<file path="config.mk">
export PLATFORM = sky130hd
export DESIGN_NAME = glitch_monitor_ctrl
export DESIGN_NICKNAME = d
export VERILOG_FILES = /design/src/rtl/glitch_monitor_ctrl.sv
export SDC_FILE = /design/constraint.sdc
export NUM_CORES = 1
export LEC_CHECK = 0
export ABC_AREA = 1
export CAP_MARGIN = 0
export CORE_ASPECT_RATIO = 0.8
export CORE_MARGIN = 2
export CORE_UTILIZATION = 50
export DETAILED_ROUTE_END_ITERATION = 16
export PLACE_DENSITY = 0.7
export REMOVE_ABC_BUFFERS = 1
export SLEW_MARGIN = 20
export SYNTH_ARGS = -nofsm -noshare
export SYNTH_HDL_FRONTEND = slang
export SYNTH_SLANG_ARGS = --single-unit
</file>
<file path="constraint.sdc">
create_clock -name clk_i -period 4 [get_ports clk_i]
set_input_delay 0.8 -clock clk_i [delete_from_list [all_inputs] [get_ports clk_i]]
set_output_delay 0.8 -clock clk_i [all_outputs]
set_load 0.02 [all_outputs]
</file>
<file path="src/rtl/glitch_monitor_ctrl.sv">
// Session controller for a bank of glitch monitors: calibration reset window,
// armed glitch accounting and round-robin reporting over one valid/ready port.
module glitch_monitor_ctrl #(
  parameter int N_CH       = 4,
  parameter int CNT_W      = 8,
  parameter int CAL_CYCLES = 4
) (
  input  logic                    clk_i,
  input  logic                    rstn_i,
  input  logic                    start_i,
  input  logic                    stop_i,
  input  logic [N_CH-1:0]         glitch_i,
  output logic                    mon_rstn_o,
  output logic                    armed_o,
  output logic                    busy_o,
  output logic                    rpt_valid_o,
  input  logic                    rpt_ready_i,
  output logic [$clog2(N_CH)-1:0] rpt_chan_o,
  output logic [CNT_W-1:0]        rpt_count_o,
  output logic [1:0]              dbg_state_o
);

  localparam int CH_W  = $clog2(N_CH);
  localparam int CAL_W = $clog2(CAL_CYCLES + 1);

  typedef enum logic [1:0] {ST_IDLE, ST_CAL, ST_ARMED, ST_DRAIN} state_e;

  // Report port: rpt_valid_o holds with stable chan/count until rpt_valid_o && rpt_ready_i
  // on a rising clk_i edge; valid then drops for at least one cycle before the next report.

  state_e            state_q, state_d;
  logic [CAL_W-1:0]  cal_cnt_q;
  logic              mon_rstn_q;
  logic [CNT_W-1:0]  count_q [N_CH];
  logic [N_CH-1:0]   pending_q;
  logic [CH_W-1:0]   rr_ptr_q;
  logic              rpt_valid_q;
  logic [CH_W-1:0]   rpt_chan_q;
  logic [CNT_W-1:0]  rpt_count_q;

  logic              session_start;
  logic              count_en;
  logic              sel_found;
  logic [CH_W-1:0]   sel_idx;
  logic              sel_fire;
  logic [N_CH-1:0]   sel_mask;
  logic              handshake;

  assign session_start = (state_q == ST_IDLE) && start_i;
  assign count_en      = (state_q == ST_ARMED);
  assign handshake     = rpt_valid_q && rpt_ready_i;

  always_ff @(posedge clk_i or negedge rstn_i) begin
    if (!rstn_i) state_q <= ST_IDLE;
    else         state_q <= state_d;
  end

  always_comb begin
    state_d = state_q;
    case (state_q)
      ST_IDLE:  if (start_i) state_d = ST_CAL;
      ST_CAL:   if (cal_cnt_q == '0) state_d = ST_ARMED;
      ST_ARMED: if (stop_i) state_d = ST_DRAIN;
      ST_DRAIN: if ((pending_q == '0) && !rpt_valid_q) state_d = ST_IDLE;
      default:  state_d = ST_IDLE;
    endcase
  end

  always_comb begin
    busy_o      = (state_q != ST_IDLE);
    armed_o     = (state_q == ST_ARMED);
    dbg_state_o = state_q;
    mon_rstn_o  = mon_rstn_q;
    rpt_valid_o = rpt_valid_q;
    rpt_chan_o  = rpt_chan_q;
    rpt_count_o = rpt_count_q;
  end

  // Calibration window: counter loaded with CAL_CYCLES-1 gives exactly CAL_CYCLES low cycles.
  always_ff @(posedge clk_i or negedge rstn_i) begin
    if (!rstn_i) begin
      cal_cnt_q  <= '0;
      mon_rstn_q <= 1'b1;
    end else if (session_start) begin
      cal_cnt_q  <= CAL_W'(CAL_CYCLES - 1);
      mon_rstn_q <= 1'b0;
    end else if (state_q == ST_CAL) begin
      if (cal_cnt_q == '0) mon_rstn_q <= 1'b1;
      else                 cal_cnt_q  <= cal_cnt_q - 1'b1;
    end
  end

  // Round-robin pick: first pending channel at or after the pointer, wrapping.
  always_comb begin
    sel_found = 1'b0;
    sel_idx   = '0;
    for (int i = 0; i < N_CH; i++) begin
      if (!sel_found && pending_q[(int'(rr_ptr_q) + i) % N_CH]) begin
        sel_found = 1'b1;
        sel_idx   = CH_W'((int'(rr_ptr_q) + i) % N_CH);
      end
    end
  end

  assign sel_fire = ((state_q == ST_ARMED) || (state_q == ST_DRAIN)) && !rpt_valid_q && sel_found;
  assign sel_mask = sel_fire ? (N_CH'(1) << sel_idx) : '0;

  always_ff @(posedge clk_i or negedge rstn_i) begin
    if (!rstn_i) begin
      for (int k = 0; k < N_CH; k++) count_q[k] <= '0;
      pending_q <= '0;
    end else if (session_start) begin
      for (int k = 0; k < N_CH; k++) count_q[k] <= '0;
      pending_q <= '0;
    end else begin
      for (int k = 0; k < N_CH; k++) begin
        if (count_en && glitch_i[k] && (count_q[k] != '1)) count_q[k] <= count_q[k] + 1'b1;
      end
      // A glitch in the selection cycle re-arms the bit it clears.
      pending_q <= (pending_q & ~sel_mask) | (count_en ? glitch_i : '0);
    end
  end

  always_ff @(posedge clk_i or negedge rstn_i) begin
    if (!rstn_i) begin
      rpt_valid_q <= 1'b0;
      rpt_chan_q  <= '0;
      rpt_count_q <= '0;
      rr_ptr_q    <= '0;
    end else if (sel_fire) begin
      rpt_valid_q <= 1'b1;
      rpt_chan_q  <= sel_idx;
      rpt_count_q <= count_q[sel_idx];
    end else if (handshake) begin
      rpt_valid_q <= 1'b0;
      rr_ptr_q    <= (rpt_chan_q == CH_W'(N_CH - 1)) ? '0 : rpt_chan_q + 1'b1;
    end
  end

endmodule

</file>
==> impl_metrics.env <==
export IMPL_setup_viol=0
export IMPL_place_gp_congestion=0.920
export IMPL_cp_arrival_ns=1.80
export IMPL_yosysMostFrequentCell="nand2_1"
export IMPL_core_area_um2=6380
export IMPL_yosysTopAreaCell="dfrtp_1"
export IMPL_cts_resized=0
export IMPL_synth_main_ff_cell="dfrtp_1"
export IMPL_synthArstFlopShare=1.00
export IMPL_hold_path_class="register to register"
export IMPL_drc=0
export IMPL_yosys_warnings=0
export IMPL_clock_latency_ns=0.31
export IMPL_finClkSkew_ns=0.00783
export IMPL_synth_area_um2=3300
export IMPL_grt_pass1_vias=2702
export IMPL_route_met2_wl_mm=3.13
export IMPL_rsz0062_at_grt="false"
export IMPL_wl_mm=7.33
export IMPL_yosysTopAreaCellShare=0.410
export IMPL_initialDrtViolationCount=187
export IMPL_path_clk_slew_ns=0.09
export IMPL_multi_input_area_um2=1590
export IMPL_port_buffers=24
export IMPL_slew_viol_final=0
export IMPL_rows=26
export IMPL_synth_distinct_cells=35
export IMPL_diodes=0
export IMPL_ant_nets=0
export IMPL_cp_start_kind="register"
export IMPL_maxCapViolCount=0
export IMPL_htreeDepth=2
export IMPL_yosysSeqAreaShare=0.418
export IMPL_grt_max_degree=32
export IMPL_top_layer_used="met4"
export IMPL_cts_num_sinks=55
export IMPL_syn_inst=439
export IMPL_die_x_um=94.8
export IMPL_status="finished, final reports clean"
export IMPL_tns_ns=0
export IMPL_relSlewSlack=0.525
export IMPL_start_util=0.517
export IMPL_dieArea_um2=7270
export IMPL_first_pass_iters=5
export IMPL_viasPerCell=5.22
export IMPL_worstMarginPinSlew_ns=0.713
export IMPL_hold_viol=0
export IMPL_cts_root_buf="clkbuf_8"
export IMPL_critPathKind="register to primary output"
export IMPL_clk_path_buf_depth=2
export IMPL_regArea_um2=1380
export IMPL_postLayoutCellArea_um2=3710
export IMPL_cts_buffers=5
export IMPL_path_max_fanout=8
export IMPL_grt_use_total=0.221
export IMPL_wl_met3_um=250
export IMPL_period_share=0.651
export IMPL_ys_top_cells_by_count="101 x nand2_1, 68 x inv_1, 54 x dfrtp_1, 37 x nand3_1"
export IMPL_cts_tree="built"
export IMPL_end_kind="primary output"
export IMPL_hpwl_mm=5.46
export IMPL_synth_seq_cells=55
export IMPL_grt_remaining_overflow=0
export IMPL_die_h_um=76.6
export IMPL_wl_per_cell_um=13.4
export IMPL_cts_hold_fix_buffers=0
export IMPL_antenna_found_initial=0
export IMPL_period_minus_slack_ns=2.60
export IMPL_ys_top_cells_by_area="dfrtp_1 41%, nand2_1 11%, inv_1 7.7%, nand3_1 5.6%, ha_1 4.2%"
export IMPL_required_ns=3.20
export IMPL_cts_setup_buffers=0
export IMPL_ioPinCount=25
export IMPL_dr_total_vias=2863
export IMPL_powerDensity_nw_per_um2=864
export IMPL_grt_pass1_wl_mm=12.7
export IMPL_synth_edff_count=0
export IMPL_fin_nets=483
export IMPL_p_leak_uw=0.00186
export IMPL_drive_gt1_frac=0.0862
export IMPL_ir_drop_uv=320
export IMPL_syn_to_final_growth_pct=12.6
export IMPL_nFillCells=590
export IMPL_dpl_cell_area_um2=3600
export IMPL_wl_met1_mm=3.85
export IMPL_fin_hold_ws_ns=0.467
export IMPL_syn_avg_cell_area_um2=7.51
export IMPL_max_freq_mhz=384
[worst max-delay path, stage by stage (launching register included)]
cell and delay (ns):
dfrtp_1 0.43, inv_1 0.12, ha_1 0.30, clkdlybuf4s50_1 0.65
[routing by layer]
| layer | global-route usage | vias to the layer above |
|---|---|---|
| met5 | 0 | - |
| met4 | 0.0551 | 0 |
| met3 | 0.0326 | 11 |
| met2 | 0.328 | 54 |
| met1 | 0.338 | 1318 |
| li1 | - | 1480 |
[registers in the layout (all words and copies together), names as in the netlist]
signal       count
pending_q        4
rpt_chan_o       2
dbg_state_o      2
rpt_valid_o      1
count_q         32
mon_rstn_o       1
cal_cnt_q        3
rpt_count_o      8
rr_ptr_q         2
[report_power, final]
part	internal, uW	switching (uW)	leakage, uW
registers	767	170	0.000708
logic	649	1240	0.00109
clock network	203	180	0.0000612
total	1620	1590	0.00186
[cell families after synthesis]
group | count (synthesis) | share of synthesized area
and+or+nand+nor | 224 | 0.325
buffers and inverters | 80 | 0.0990
AOI/OAI and AO/OA | 69 | 0.116
DFF | 55 | 0.418
adders and majority gates | 11 | 0.0417
[layout by cell type, fill, tap and decap left out, drive strengths merged, types with 2 or more instances in the layout]
master,count
nand2,114
inv,71
dfrtp,54
nand3,43
o21ai,32
nor2,29
a21oi,24
clkdlybuf4s50,23
nor3,18
nand4,16
ha,11
clkbuf,6
o211ai,4
or2,3
buf,3
o21bai,2
o22ai,2
[final timing paths]
kind	start	to	slack, ns	cells past startpoint
worst max-delay path	dbg_state_o[0]$_DFFE_PN0P_	armed_o	1.40	3
worst min-delay path	cal_cnt_q[0]$_DFFE_PN0P_	cal_cnt_q[0]$_DFFE_PN0P_	0.47	1
worst max register to register	rr_ptr_q[0]$_DFFE_PN0P_	rpt_count_o[7]$_DFFE_PN0P_	1.65	12
worst min register to register	cal_cnt_q[0]$_DFFE_PN0P_	cal_cnt_q[0]$_DFFE_PN0P_	0.47	1
max in group asynchronous	rstn_i	count_q[16]$_DFFE_PN0P_	2.66	2
min in group asynchronous	rstn_i	rpt_chan_o[1]$_DFFE_PN0P_	0.53	1
[final cells by class]
class / instances / share of cell area
Timing Repair Buffer: 26 / 0.0674
Tap cell: 84 / 0.0283
Clock buffer: 6 / 0.0222
Multi-Input combinational cell: 304 / 0.429
Clock inverter: 2 / 0.00943
Sequential cell: 55 / 0.371
Inverter: 71 / 0.0724
[per-stage QoR]
| stage | setup WS, ns | util | instances | total power (uW) |
|---|---|---|---|---|
| after floorplan | 1.94 | - | 430 | 2280 |
| after global placement | 1.63 | 0.564 | 540 | 2780 |
| after detailed placement | 1.56 | 0.564 | 540 | 2820 |
| after CTS | 1.39 | 0.582 | 548 | 3220 |
| after global routing | 1.30 | 0.582 | 548 | 3500 |
| final | 1.40 | 0.582 | 548 | 3210 |
Power figures use the tool's default switching activity.
